==> config.mk <==
export PLATFORM = sky130hd
export DESIGN_NAME = vga_layer_compositor
export DESIGN_NICKNAME = d
export VERILOG_FILES = /design/src/rtl/vga_layer_compositor.sv
export SDC_FILE = /design/constraint.sdc
export NUM_CORES = 1
export LEC_CHECK = 0
export BUFFER_PORTS_ARGS = -buffer_cell sky130_fd_sc_hd__buf_4
export CAP_MARGIN = 25
export CORE_MARGIN = 2
export CORE_UTILIZATION = 52
export CTS_CLUSTER_DIAMETER = 200
export DETAILED_ROUTE_END_ITERATION = 12
export PLACE_DENSITY = 0.85
export SLEW_MARGIN = 20
export SYNTH_ARGS = -nofsm -noshare
export SYNTH_HDL_FRONTEND = slang
export SYNTH_SLANG_ARGS = --single-unit
export TNS_END_PERCENT = 10
==> constraint.sdc <==
create_clock -name clk -period 2.2 [get_ports clk]
set_input_delay 0.44 -clock clk [delete_from_list [all_inputs] [get_ports clk]]
set_output_delay 0.44 -clock clk [all_outputs]
set_load 0.02 [all_outputs]
==> src/rtl/vga_layer_compositor.sv <==
`default_nettype none
// ============================================================================
// Module   : vga_layer_compositor
// Purpose  : Priority/colour-key compositor of overlay layers over a palette
//            background, with frame-latched controls, blink, 2-stage pipeline.
// Revision : 1.0
// ============================================================================
module vga_layer_compositor #(
    parameter int                 NUM_LAYERS   = 4,
    parameter int                 COLOR_W      = 12,
    parameter logic [COLOR_W-1:0] KEY_COLOR    = 12'h000,
    parameter int                 BLINK_FRAMES = 30,
    parameter logic [COLOR_W-1:0] BG_COLOR0    = 12'hFFF,
    parameter logic [COLOR_W-1:0] BG_COLOR1    = 12'h000,
    parameter logic [COLOR_W-1:0] BG_COLOR2    = 12'h840,
    parameter logic [COLOR_W-1:0] BG_COLOR3    = 12'h0F0
) (
    input  logic                           clk,
    input  logic                           reset_n,
    input  logic [NUM_LAYERS*COLOR_W-1:0]  layer_pix,
    input  logic [1:0]                     bg_sel,
    input  logic [NUM_LAYERS-1:0]          layer_en,
    input  logic [NUM_LAYERS-1:0]          blink_mask,
    input  logic [1:0]                     mode,
    input  logic                           video_on,
    input  logic                           hsync_in,
    input  logic                           vsync_in,
    output logic [COLOR_W/3-1:0]           vga_r,
    output logic [COLOR_W/3-1:0]           vga_g,
    output logic [COLOR_W/3-1:0]           vga_b,
    output logic                           hsync_out,
    output logic                           vsync_out,
    output logic                           frame_tick
);

    localparam int              c_CH_W     = COLOR_W / 3;
    localparam int              c_CNT_W    = (BLINK_FRAMES > 1) ? $clog2(BLINK_FRAMES) : 1;
    localparam logic [c_CNT_W-1:0] c_CNT_MAX = c_CNT_W'(BLINK_FRAMES - 1);
    localparam logic [1:0]      c_MODE_COMP  = 2'b00;
    localparam logic [1:0]      c_MODE_BG    = 2'b10;
    localparam logic [1:0]      c_MODE_BLANK = 2'b11;

    // Stage 1
    logic [NUM_LAYERS*COLOR_W-1:0] r_pix1;
    logic [1:0]                    r_bg1;
    logic                          r_von1;
    logic                          r_hs1;
    logic                          r_vs1;

    // Frame-boundary shadow state
    logic                    r_vs_prev;
    logic [NUM_LAYERS-1:0]   r_en_s;
    logic [NUM_LAYERS-1:0]   r_blink_s;
    logic [1:0]              r_mode_s;
    logic [c_CNT_W-1:0]      r_cnt;
    logic                    r_phase;
    logic                    r_frame_tick;

    // Stage 2
    logic [COLOR_W-1:0]      r_color;
    logic                    r_hs2;
    logic                    r_vs2;

    logic                    w_frame;
    logic [NUM_LAYERS-1:0]   w_vis;
    logic                    w_hit;
    logic [COLOR_W-1:0]      w_layer_pix;
    logic [COLOR_W-1:0]      w_bg;
    logic [COLOR_W-1:0]      w_color;

    always_ff @(posedge clk) begin
        if (!reset_n) begin
            r_pix1 <= '0;
            r_bg1  <= '0;
            r_von1 <= 1'b0;
            r_hs1  <= 1'b1;
            r_vs1  <= 1'b1;
        end else begin
            r_pix1 <= layer_pix;
            r_bg1  <= bg_sel;
            r_von1 <= video_on;
            r_hs1  <= hsync_in;
            r_vs1  <= vsync_in;
        end
    end

    assign w_frame = r_vs_prev & ~r_vs1;

    always_ff @(posedge clk) begin
        if (!reset_n) begin
            r_vs_prev    <= 1'b1;
            r_en_s       <= '1;
            r_blink_s    <= '0;
            r_mode_s     <= c_MODE_COMP;
            r_cnt        <= '0;
            r_phase      <= 1'b0;
            r_frame_tick <= 1'b0;
        end else begin
            r_vs_prev    <= r_vs1;
            r_frame_tick <= w_frame;
            if (w_frame) begin
                r_en_s    <= layer_en;
                r_blink_s <= blink_mask;
                r_mode_s  <= mode;
                if (r_cnt == c_CNT_MAX) begin
                    r_cnt   <= '0;
                    r_phase <= ~r_phase;
                end else begin
                    r_cnt <= r_cnt + 1'b1;
                end
            end
        end
    end

    generate
        for (genvar gi = 0; gi < NUM_LAYERS; gi++) begin : g_vis
            assign w_vis[gi] = r_en_s[gi]
                            && (r_pix1[gi*COLOR_W +: COLOR_W] != KEY_COLOR)
                            && !(r_blink_s[gi] && r_phase);
        end
    endgenerate

    always_comb begin
        case (r_bg1)
            2'd0:    w_bg = BG_COLOR0;
            2'd1:    w_bg = BG_COLOR1;
            2'd2:    w_bg = BG_COLOR2;
            default: w_bg = BG_COLOR3;
        endcase
    end

    // Scan from the lowest priority upward so layer 0 is the last writer.
    always_comb begin
        w_hit       = 1'b0;
        w_layer_pix = '0;
        for (int i = NUM_LAYERS - 1; i >= 0; i--) begin
            if (w_vis[i]) begin
                w_hit       = 1'b1;
                w_layer_pix = r_pix1[i*COLOR_W +: COLOR_W];
            end
        end
    end

    always_comb begin
        w_color = '0;
        if (r_von1) begin
            case (r_mode_s)
                c_MODE_BLANK: w_color = '0;
                c_MODE_BG:    w_color = w_bg;
                default: begin
                    if (w_hit)
                        w_color = w_layer_pix;
                    else if (r_mode_s == c_MODE_COMP)
                        w_color = w_bg;
                    else
                        w_color = '0;
                end
            endcase
        end
    end

    always_ff @(posedge clk) begin
        if (!reset_n) begin
            r_color <= '0;
            r_hs2   <= 1'b1;
            r_vs2   <= 1'b1;
        end else begin
            r_color <= w_color;
            r_hs2   <= r_hs1;
            r_vs2   <= r_vs1;
        end
    end

    assign vga_r      = r_color[COLOR_W-1 -: c_CH_W];
    assign vga_g      = r_color[2*c_CH_W-1 -: c_CH_W];
    assign vga_b      = r_color[c_CH_W-1:0];
    assign hsync_out  = r_hs2;
    assign vsync_out  = r_vs2;
    assign frame_tick = r_frame_tick;

endmodule
`default_nettype wire

==> results by stage <==
Outcome:
- The flow ran to the end, and the final reports show no timing, DRC or antenna violations.

Worst hold path:
- The path with the worst hold slack has its endpoint at r_vs1$_SDFF_PN1_.
- The worst hold path begins at vsync_in.
- The class of the tightest hold or removal check is in2reg.
- The cell count of the worst hold path is 2.

GRT:
- Entering global routing, the biggest net connects 70 pins.
- In the global route stage, overall resource usage came out at approximately a quarter.
- The total grt overflow is 0.
- The first global-routing pass estimated 12100 um of wire.
- The initial antenna violation count is 0.
- The number of global-route vias before repair is about 2600.

Synth:
- The prevailing post-synth register cell is sky130_fd_sc_hd__dfxtp_1.
- After synthesis the netlist holds a flip-flop and latch count of 84.
- The synthesized netlist contains 45 unique library cells.
- The total standard cell area after synthesis is 3200 um^2.
- The post-synthesis average cell area is between 9 and 10 um^2.
- The proportion of synthesized flip-flops having asynchronous set or reset is 0%.
- Synthesis produced a netlist with a net count of around 390.
- The Yosys step of the flow raised 0 warnings.
- Yosys mapped a number of flops with a built-in enable equal to 0.
- The share of the yosys chip area belonging to registers is between 50% and 60%.
- The cell count after synthesis is 322.

Layout:
- The fraction of layout cells with a size suffix above 1 is between 20% and 30%.
- Relative to the synthesized area, the layout overhead comes to 28.3%.
- The count of cells in the finished layout, fillers not included, comes to 489.
- The number of antenna diodes in the final layout is 0.
- With fillers left out, the area of the finished cells amounts to 4100 um^2.
- Leaving out fill and tap cells, the most frequent cells in the layout are 92 x sky130_fd_sc_hd__buf_4, 83 x sky130_fd_sc_hd__dfxtp_1, 56 x sky130_fd_sc_hd__and2_1.
- The post-layout net count is 480.
- Leaving out fill and tap cells, the most frequent cell in the layout is sky130_fd_sc_hd__buf_4.

STA:
- Counting I/O delays and the setup requirement, the final critical path takes 2.13 ns.
- The actual transition at the worst max-transition pin is around 0.55 ns.
- Dividing the final minimum period by the clock period gives a little over nine tenths.
- The number of max-slew violations in the final report is 0.
- In this run the tightest slew margin relative to its limit is 63.4%.
- Setup repair after global routing could not meet its margin everywhere.
- The top achievable clock speed is 470 MHz.
- The maximum clock skew at final layout is 0.00838 ns.
- The final setup violation count is 0.
- The number of endpoints with negative hold slack in the final report came to 0.

Pwr:
- The share of power burned in combinational logic is 12.6%.
- The total internal power is 2.27 mW.
- The fraction of power spent switching nets is 24.6%.
- The worst IR drop on VDD is 488 uV.
- The clock network is responsible for 33.0% of the overall power.
- The net switching power is 0.741 mW.
- In this run the power density over the cells is 734 nW/um^2.
- For this design the static power due to leakage is around 1.8 nW.
- Per report_power, the sequential group accounts for 54.4% of the total.

Detailed routing:
- The post-detailed-routing wire length is approximately 7400 um.
- The antenna violation net count after detailed routing is 0.
- The per-cell routed wire length is 15.2 um.
- The routed layout has 2639 vias.
- Before antenna repair, the detailed router went through 4 iterations.
- The first routing iteration left 233 violations.
- In the routed design, unresolved DRC markers number 0.
- After detailed routing, the number of vias per cell comes to around 5.4.

Floorplanning:
- The die area is 6790 um^2.
- The number of ports placed on the die boundary is 80.
- The die is roughly 82 um tall.
- The placement row count is 28.
- For this configuration, the core starts out at a cell density of 54.0%.
- The total area inside the core boundary comes to 5920 um^2.
- Measured along the x axis, the die boundary spans ~82 um.

Worst setup path:
- The endpoint required time on the critical path is between 2 and 2.5 ns.
- For flop-to-flop paths, the worst setup slack is 0.07 ns.
- The critical path class is reg2reg.
- The number of cells on the worst reg-to-reg path is 5.
- The worst setup path is captured at a flop.
- In this run the critical register-to-register path is launched from r_pix1[12]$_SDFF_PN0_.
- The data arrival time of the critical path is 2.39 ns.
- The endpoint identified for the worst register-to-register timing path is r_color[9]$_SDFF_PN0_.
- STA classifies the critical path startpoint as a flop.
- The largest fanout on the critical path is 6.

CTS:
- The CTS root buffer is sky130_fd_sc_hd__clkbuf_8.
- Clock-pin slew was measured on the worst setup and hold paths at 0.08 ns.
- Counting along the longest clock path gives a buffer depth of 2.
- For this design, the CTS-stage hold fixing added 0 buffers.
- The clock tree from TritonCTS is yes.
- The maximum level of the CTS H-tree is 3.
- The clock latency reported for the late side of the worst-skew pair is 0.35 ns.
- TritonCTS created 9 clock buffers.
- CTS saw between 80 and 90 sinks.

Placement:
- The area of placed instances is between 3000 and 4000 um^2.
- The count of input and output buffers is 79.
- In this run, placement finished with an instance count of 471.
- At the end of routability-driven placement, the weighted congestion stood at 1.00.
- The placed wire-length estimate after detailed placement is 5710 um.

Run:
- Max-cap violations in this run came to 0.
==> synthesized netlist by cell type (4+ instances only) <==
cell type	instances	area [um^2]
sky130_fd_sc_hd__inv_1	5	18.8
sky130_fd_sc_hd__o21ai_0	15	75.1
sky130_fd_sc_hd__o31a_1	5	43.8
sky130_fd_sc_hd__ha_1	6	75.1
sky130_fd_sc_hd__or4_1	9	67.6
sky130_fd_sc_hd__a21boi_1	10	75.1
sky130_fd_sc_hd__a221oi_1	4	35.0
sky130_fd_sc_hd__o21ai_1	5	25.0
sky130_fd_sc_hd__nand3_1	11	55.1
sky130_fd_sc_hd__a21oi_1	5	25.0
sky130_fd_sc_hd__dfxtp_1	84	1680
sky130_fd_sc_hd__clkbuf_1	11	41.3
sky130_fd_sc_hd__nor2_1	9	33.8
sky130_fd_sc_hd__nand2b_1	5	31.3
sky130_fd_sc_hd__and2_1	56	350
sky130_fd_sc_hd__nand2_1	32	120
==> worst max-delay path by stage <==
stage / from / end / slack [ns] / depth (start not counted)
2_1_floorplan: r_pix1[12]$_SDFF_PN0_ / r_color[8]$_SDFF_PN0_ / 0.29 / 6
3_3_place_gp: r_pix1[12]$_SDFF_PN0_ / r_color[1]$_SDFF_PN0_ / 0.15 / 5
3_5_place_dp: r_pix1[12]$_SDFF_PN0_ / r_color[1]$_SDFF_PN0_ / 0.06 / 5
4_1_cts: r_pix1[12]$_SDFF_PN0_ / r_color[1]$_SDFF_PN0_ / 0.05 / 5
5_1_grt: r_pix1[0]$_SDFF_PN0_ / r_color[1]$_SDFF_PN0_ / -0.01 / 5
6_report: r_pix1[12]$_SDFF_PN0_ / r_color[9]$_SDFF_PN0_ / 0.07 / 5
==> cells by family after synthesis <==
kind of cell	synth area share (%)
buf+inv	2.82
simple gates	23.3
compound gates	17.3
xor+xnor	1.37
fa+ha+maj	2.35
flops	52.6
mux	0.313
==> worst max-delay path, stage by stage, from the launching register on <==
cell,delay (ns)
sky130_fd_sc_hd__dfxtp_1,0.31
sky130_fd_sc_hd__or4_1,0.57
sky130_fd_sc_hd__o31a_4,0.40
sky130_fd_sc_hd__o41ai_4,0.43
sky130_fd_sc_hd__nand4_2,0.20
sky130_fd_sc_hd__o21ai_0,0.14
==> power groups by stage <==
stage / Clock, mW / Combinational (mW) / Sequential, mW
6_report: 0.992 / 0.379 / 1.64
5_1_grt: 1.07 / 0.419 / 1.64
4_1_cts: 1.01 / 0.373 / 1.64
3_5_place_dp: 0 / 0.371 / 1.67
3_3_place_gp: 0 / 0.366 / 1.67
2_1_floorplan: 0 / 0.205 / 1.67
==> repair_timing <==
| action | CTS | global route |
|---|---|---|
| setup buffers | 0 | 2 |
| resized for setup | 0 | 4 |
| endpoints found under the setup margin | 0 | 9 |
==> metrics by stage <==
step / util (%) / setup WS, ns / power (mW) / hold slack, ns / TNS (ns)
floorplan: - / 0.290 / 1.87 / 0.386 / 0
global placement: 65.8 / 0.151 / 2.04 / 0.403 / 0
detailed placement: 65.8 / 0.0630 / 2.04 / 0.418 / 0
CTS: 69.0 / 0.0501 / 3.02 / 0.269 / 0
global route: 69.3 / -0.00957 / 3.13 / 0.269 / -0.0300
finish: 69.3 / 0.0719 / 3.01 / 0.271 / 0
==> flip-flops by register name, indices dropped and copies added, names as in the netlist <==
signal / cells
frame_tick: 1
hsync_out: 1
r_bg1: 2
r_blink_s: 4
r_cnt: 5
r_color: 12
r_en_s: 4
r_hs1: 1
r_mode_s: 2
r_phase: 1
r_pix1: 48
r_von1: 1
r_vs1: 1
vsync_out: 1
==> area by class of cell <==
class	instances	area, um^2
Fill cell	487	1820
Sequential cell	84	1680
Multi-Input combinational cell	217	1430
Timing Repair Buffer	92	691
Clock buffer	11	151
Tap cell	75	93.8
Clock inverter	5	36.3
Inverter	5	18.8
==> layer usage <==
metal | track usage, % | part of all wire, %
met5 | 0 | 0
met2 | 40.9 | 49
met3 | 6.74 | 6.8
met1 | 28.8 | 42
met4 | 9.00 | 2.4
Note: power is estimated with default switching activity, not from simulation.
